--- config.mk ---
export PLATFORM = sky130hd
export DESIGN_NAME = player_choice_bank
export DESIGN_NICKNAME = d
export VERILOG_FILES = /design/src/rtl/player_choice_bank.sv
export SDC_FILE = /design/constraint.sdc
export NUM_CORES = 1
export LEC_CHECK = 0
export ABC_AREA = 1
export CORE_UTILIZATION = 57
export DETAILED_ROUTE_END_ITERATION = 12
export PLACE_DENSITY = 0.87
export REMOVE_ABC_BUFFERS = 1
export SLEW_MARGIN = 5
export SYNTH_ARGS = -nofsm -noshare
export SYNTH_HDL_FRONTEND = slang
export SYNTH_SLANG_ARGS = --single-unit
--- constraint.sdc ---
create_clock -name clk -period 1.97 [get_ports clk]
set_input_delay 0.394 -clock clk [delete_from_list [all_inputs] [get_ports clk]]
set_output_delay 0.394 -clock clk [all_outputs]
set_load 0.02 [all_outputs]
--- src/rtl/player_choice_bank.sv ---
// Rock/Paper/Scissors choice bank for NUM_PLAYERS players: synchronised, debounced buttons,
// first-press lock-in per player, and a round FSM offering the choices over valid/ready.
module player_choice_bank #(
    parameter int NUM_PLAYERS     = 2,
    parameter int DEBOUNCE_CYCLES = 4,
    parameter int TIMEOUT_CYCLES  = 1000
) (
    input  logic                       clk,
    input  logic                       rst_n,
    input  logic [NUM_PLAYERS-1:0]     rock_btn,
    input  logic [NUM_PLAYERS-1:0]     paper_btn,
    input  logic [NUM_PLAYERS-1:0]     scissors_btn,
    input  logic                       round_start,
    input  logic                       round_clear,
    output logic [2*NUM_PLAYERS-1:0]   choices,
    output logic [NUM_PLAYERS-1:0]     locked,
    output logic                       all_locked,
    output logic                       reveal_valid,
    input  logic                       reveal_ready,
    output logic                       timed_out
);

    localparam int NBTN = 3 * NUM_PLAYERS;
    localparam int DCW  = $clog2(DEBOUNCE_CYCLES + 1);
    localparam logic [DCW-1:0] DB_LAST = DCW'(DEBOUNCE_CYCLES - 1);
    localparam int TW = (TIMEOUT_CYCLES > 0) ? $clog2(TIMEOUT_CYCLES + 1) : 1;
    localparam logic [TW-1:0] T_LAST = (TIMEOUT_CYCLES > 0) ? TW'(TIMEOUT_CYCLES - 1) : '0;
    localparam logic TMO_EN = (TIMEOUT_CYCLES != 0);

    typedef enum logic [1:0] {
        ST_IDLE    = 2'd0,
        ST_COLLECT = 2'd1,
        ST_REVEAL  = 2'd2
    } state_t;

    state_t                    r_state;
    state_t                    w_state_nxt;
    logic [NBTN-1:0]           w_raw;
    logic [NBTN-1:0]           w_press;
    logic [TW-1:0]             r_timer;
    logic [2*NUM_PLAYERS-1:0]  r_choices;
    logic [NUM_PLAYERS-1:0]    r_locked;
    logic                      r_timed_out;
    logic                      w_start;
    logic                      w_timeout;
    logic                      w_tmo_hit;
    logic                      w_all_locked;

    // Button index b: rock of player p at p, paper at N+p, scissors at 2N+p.
    assign w_raw = {scissors_btn, paper_btn, rock_btn};

    for (genvar b = 0; b < NBTN; b++) begin : g_btn
        logic [1:0]     r_sync;
        logic [DCW-1:0] r_cnt;
        logic           r_stable;
        logic           r_stable_d;
        logic           r_press;

        // The press pulse is taken from the delayed stable level so capture lands
        // DEBOUNCE_CYCLES+3 edges after the raw input is first sampled high.
        always_ff @(posedge clk or negedge rst_n) begin
            if (!rst_n) begin
                r_sync     <= '0;
                r_cnt      <= '0;
                r_stable   <= 1'b0;
                r_stable_d <= 1'b0;
                r_press    <= 1'b0;
            end else begin
                r_sync     <= {r_sync[0], w_raw[b]};
                r_stable_d <= r_stable;
                r_press    <= r_stable & ~r_stable_d;
                if (r_sync[1] == r_stable) begin
                    r_cnt <= '0;
                end else if (r_cnt == DB_LAST) begin
                    r_cnt    <= '0;
                    r_stable <= ~r_stable;
                end else begin
                    r_cnt <= r_cnt + 1'b1;
                end
            end
        end

        assign w_press[b] = r_press;
    end

    assign w_all_locked = &r_locked;
    assign w_tmo_hit    = TMO_EN && (r_timer == T_LAST);

    always_ff @(posedge clk or negedge rst_n) begin
        if (!rst_n) begin
            r_state <= ST_IDLE;
        end else begin
            r_state <= w_state_nxt;
        end
    end

    always_comb begin
        w_state_nxt = r_state;
        w_start     = 1'b0;
        w_timeout   = 1'b0;
        case (r_state)
            ST_IDLE: begin
                if (round_start) begin
                    w_state_nxt = ST_COLLECT;
                    w_start     = 1'b1;
                end
            end
            ST_COLLECT: begin
                if (w_all_locked) begin
                    w_state_nxt = ST_REVEAL;
                end else if (w_tmo_hit) begin
                    w_state_nxt = ST_REVEAL;
                    w_timeout   = 1'b1;
                end
            end
            ST_REVEAL: begin
                if (reveal_ready) begin
                    w_state_nxt = ST_IDLE;
                end
            end
            default: w_state_nxt = ST_IDLE;
        endcase
        // Clear wins over everything, including a coincident round_start.
        if (round_clear) begin
            w_state_nxt = ST_IDLE;
            w_start     = 1'b0;
            w_timeout   = 1'b0;
        end
    end

    always_ff @(posedge clk or negedge rst_n) begin
        if (!rst_n) begin
            r_timer     <= '0;
            r_choices   <= '0;
            r_locked    <= '0;
            r_timed_out <= 1'b0;
        end else if (round_clear || w_start) begin
            r_timer     <= '0;
            r_choices   <= '0;
            r_locked    <= '0;
            r_timed_out <= 1'b0;
        end else if (r_state == ST_COLLECT) begin
            if (r_timer != {TW{1'b1}}) begin
                r_timer <= r_timer + 1'b1;
            end
            if (w_timeout) begin
                r_timed_out <= 1'b1;
            end
            // Capture still runs on the timeout edge, so a last-moment press counts.
            for (int p = 0; p < NUM_PLAYERS; p++) begin
                if (!r_locked[p]) begin
                    if (w_press[p]) begin
                        r_choices[2*p +: 2] <= 2'd1;
                        r_locked[p]         <= 1'b1;
                    end else if (w_press[NUM_PLAYERS + p]) begin
                        r_choices[2*p +: 2] <= 2'd2;
                        r_locked[p]         <= 1'b1;
                    end else if (w_press[2*NUM_PLAYERS + p]) begin
                        r_choices[2*p +: 2] <= 2'd3;
                        r_locked[p]         <= 1'b1;
                    end
                end
            end
        end
    end

    assign choices      = r_choices;
    assign locked       = r_locked;
    assign all_locked   = w_all_locked;
    assign reveal_valid = (r_state == ST_REVEAL);
    assign timed_out    = r_timed_out;

endmodule

Word-level counts from Yosys, hierarchy flattened
Cells that the tools add are included.
{"block": "word_totals", "reg_bits": 67, "input_bits": 11, "elab_cells": 158}
{"block": "op_classes", "add_sub_neg": 7, "eq_ne": 21, "muxes": 51, "bitwise_logic": 24, "reduce_logical": 19}
{"cell": "2-to-1 mux 3 bit", "count": 12}
{"cell": "2-to-1 mux 10 bit", "count": 3}
{"cell": "2-to-1 mux 2 bit", "count": 15}
{"cell": "adder 3 x 1 -> 3 bit, second input constant", "count": 6}
{"cell": "equality test 3 x 2 -> 1 bit, second input constant", "count": 6}
{"cell": "2-to-1 mux 1 bit", "count": 18}
{"cell": "inverter 1 bit", "count": 18}
{"cell": "AND reduction 2 bit", "count": 9}
{"cell": "adder 10 x 1 -> 10 bit, second input constant", "count": 1}
{"cell": "equality test 10 bit, second input constant", "count": 1}
{"cell": "!= test 10 bit, second input constant", "count": 1}
{"cell": "AND reduction 3 bit", "count": 3}
{"cell": "2-to-1 mux 4 bit", "count": 2}
{"cell": "nonzero test 4 bit", "count": 2}
{"cell": "AND 1 bit", "count": 6}
{"cell": "equality test 1 bit", "count": 6}
{"cell": "one-hot mux 2 bit (3 select lines)", "count": 1}
{"cell": "nonzero test 2 bit", "count": 3}
{"cell": "!= test 2 x 1 -> 1 bit, second input constant", "count": 2}
{"cell": "!= test 4 bit, second input constant", "count": 1}
{"cell": "!= test 3 x 2 -> 1 bit, second input constant", "count": 1}
{"cell": "!= test 3 bit, second input constant", "count": 1}
{"cell": "equality test 2 x 1 -> 1 bit, second input constant", "count": 1}
{"cell": "equality test 2 bit, second input constant", "count": 1}
{"cell": "2 further kinds", "count": 2}

Longest topological paths before layout
{"block": "depth", "word_depth": 8, "mapped_depth": 8, "depth_no_buf": 8}

Worst setup path before layout
OpenSTA, ideal clock, no wires.
{"block": "synth_timing", "path_kind": "register -> register", "from": "register r_timer[0]", "to": "register r_timer[4]", "t_arrival_ps": 1243, "required_time_ps": 1852, "slack_ps": 609, "stages_incl_launch_ff": 7, "n_path_buf": 0, "path_cell_list": "dfrtp_1 -> ha_1 -> nand2_1 -> nor2_1 -> or2_2 -> nand4_1 -> nand2_1"}
{"block": "synth_via", "elab_chain_cells": 4, "elab_cells_between_ends": 7, "classes_between": "add/sub: 1; eq/ne: 1; mux: 3; reduce/logical: 2"}
{"element": "from (decl)", "line_no": "40", "text": "logic [TW-1:0] r_timer;"}
{"element": "from (signal assigned)", "line_no": "144", "text": "r_timer <= r_timer + 1'b1;"}
{"element": "adder 10 x 1 -> 10 bit", "line_no": "144"}
{"element": "2-to-1 mux 10 bit", "line_no": "143", "text": "if (r_timer != {TW{1'b1}}) begin"}
{"element": "2-to-1 mux 10 bit", "line_no": "142", "text": "end else if (r_state == ST_COLLECT) begin"}
{"element": "2-to-1 mux 10 bit", "line_no": "137", "text": "end else if (round_clear || w_start) begin"}
Parallel ways exist; a longest one is shown, timed or not. The select of a mux whose other input is x is not followed.
A chain may end at the register's enable or synchronous reset.

Worst setup path in the final report
{"block": "layout_timing", "from": "register r_locked[1], in the netlist locked[1]", "to": "output all_locked"}
{"block": "layout_via", "elab_chain_cells": 1}
{"element": "from (decl)", "line_no": "42", "text": "logic [NUM_PLAYERS-1:0] r_locked;"}
{"element": "from (signal assigned)", "line_no": "135", "text": "r_locked <= '0;"}
{"element": "from (signal assigned)", "line_no": "140", "text": "r_locked <= '0;"}
{"element": "from (signal, indexed assignment)", "line_no": "154", "text": "r_locked[p] <= 1'b1;"}
{"element": "AND reduction 2 bit", "line_no": "86", "text": "assign w_all_locked = &r_locked;"}
{"element": "to (decl)", "line_no": "17", "text": "output logic all_locked,"}
Every way passes these cells.

==> metrics.txt <==
gr ovfl total 0; CTS tree built; Multi-input gate area 907 sq um; Initial DRC Count 110; most common cell after layout, fill and taps aside dfrtp_1; CTS Buf Count 9; Fill cells 346; final worst path period share 94.5%; Die Height 71.5 um; CP Launch Type flip-flop; worst min path class primary input to async pin; highest clock rate 537 MHz; Layout Nets 326; Ports 20; hold buffers post-CTS 0; CTS Root Cell clkbuf_8; cells on worst reg2reg path 7; Post-Synthesis Cells 278; drt first pass iters 4; Die W 71.5 um; CP endpoint kind primary output; DRC 0; Fin. Hold Viols 0; clk_lat worst skew 340 ps; min Tclk post-route 1860 ps; Post-Syn Area 2750 sq um; final setup fails 0; Post-synth EDFFs 0; Crit path required time 1580 ps; global-route wire length before repair 8310 um; initial antenna violation count 0; drt total wl 4670 um; post-CTS sizing 0; Slew headroom 77.3%; Peak VDD IR 0.000722 V; CTS sink count 67; #FFs+latches synth 67; number of H-tree levels 3; Setup Skew 7.62 ps; routed len/inst 12.8 um; Worst Path Max Fanout 4; Vias 1904; kind of critical path flip-flop to primary output; Slew Viols, Final 0; ys async rst share 100%; Leakage 1.59 nW; die footprint 5110 sq um; RSZ-0062 raised after global routing false; clock transition at the registers of the reported paths 70 ps; Total Routing Usage GR 21.8%; most frequent cells in the layout dfrtp_1, nand2_1, inv_1, nor2_1, clkdlybuf4s50_1; Synth Area per Inst 9.90 sq um; crit path DAT 1470 ps; Final HPWL DP 3190 um; Post-CTS Setup Bufs 0; P&R area growth vs syn 16.0%; Initial Utilization 61.1%; Port Buffers 19; RD Place Congestion 0.812; power density over the cells 1290 nW/um^2; Max Cap Violations 0; largest net degree at the start of global routing 68; Synth cell types 25; vias in the first global route 1961; Rows 24; layout cells sized above 1 9.94%; Core Footprint 4500 sq um; Final ANT Viol Nets 0; vias per cell 5.23; FF+latch area 1680 sq um; post-route setup TNS 0 ps; hold slack final 53.6 ps; Top FF cell, synth dfrtp_1; register area share after synthesis 60.9%; clk buf depth 2; status completed; diode count 0; Slew @ Worst Pin 340 ps; YS warnings 0
[report_power, final]
group | internal (mW) | switching [mW] | total [mW] | leakage, nW
registers | 1.75 | 0.242 | 1.99 | 0.850
logic | 0.445 | 0.676 | 1.12 | 0.643
clock network | 0.549 | 0.474 | 1.02 | 0.0953
[area by class of cell]
type                    count  area share (%)
flip-flops and latches     67            52.5
multi-input cells         169            28.4
repair buffers             21            6.74
clock buffers              13            5.29
inverters                  40            4.70
well taps                  52            2.04
clock inverters             2           0.313
[cell usage after synthesis, types with 4 or more instances]
library cell | count | area, sq um
nand3_1 | 6 | 30.0
inv_1 | 38 | 143
dfrtp_1 | 67 | 1680
nand2_1 | 60 | 225
nand4_1 | 13 | 81.3
ha_1 | 7 | 87.6
a21oi_1 | 9 | 45.0
o22ai_1 | 4 | 25.0
nor3b_1 | 6 | 45.0
nor2_1 | 33 | 124
xnor2_1 | 6 | 52.6
nor3_1 | 8 | 40.0
[per-layer routing]
layer	vias up	track usage (%)	wire length (um)
li1	940	-	-
met1	919	25.7	2020
met2	35	37.8	2380
met3	10	6.19	197
met4	0	9.37	80
met5	-	0	0
[logic make-up after synthesis]
kind of cell               Yosys count  synth area share (%)
and+or+nand+nor                    137                  23.6
adders and majority gates            7                  3.18
DFF                                 67                  60.9
AOI/OAI and AO/OA                   18                  3.95
xor gates and xnor gates             7                  2.23
buffers and inverters               42                  6.14
[critical path, cell delays in order, from the launching register on]
cell and delay (ps):
dfrtp_1 400, nand2_1 70, inv_1 60, clkdlybuf4s50_1 600
[metrics by stage]
step | worst slack, ps | std cells | area [sq um] | utilization (%) | power [mW]
after global placement | 256 | 349 | 3010 | 66.9 | 3.04
final | 108 | 364 | 3190 | 70.9 | 4.13
after global routing | 51.0 | 364 | 3190 | 70.9 | 4.41
after floorplan | 609 | 276 | 2730 | - | 2.73
after detailed placement | 201 | 349 | 3010 | 66.9 | 3.14
after CTS | 4.73 | 364 | 3190 | 70.8 | 4.17
[sequential cells by signal (all words and copies together), names as in the netlist]
name and count:
locked 2, g_btn.r_stable_d 6, r_state 2, g_btn.r_press 6, g_btn.r_cnt 18, g_btn.r_sync 12, timed_out 1, g_btn.r_stable 6
choices 4, r_timer 10
[final timing paths]
path	slack, ps	end	startpoint
hold reg to reg	350	g_btn[3].r_sync[1]	g_btn[3].r_sync[0]
setup / recovery	110	all_locked	locked[1]
setup reg to reg	400	r_timer[8]	r_timer[0]
min in group clk	350	g_btn[3].r_sync[1]	g_btn[3].r_sync[0]
max in group asynchronous	1640	g_btn[3].r_cnt[0]	rst_n
hold / removal	50	g_btn[2].r_cnt[2]	rst_n
No activity file was read; power rests on OpenSTA's default activity.
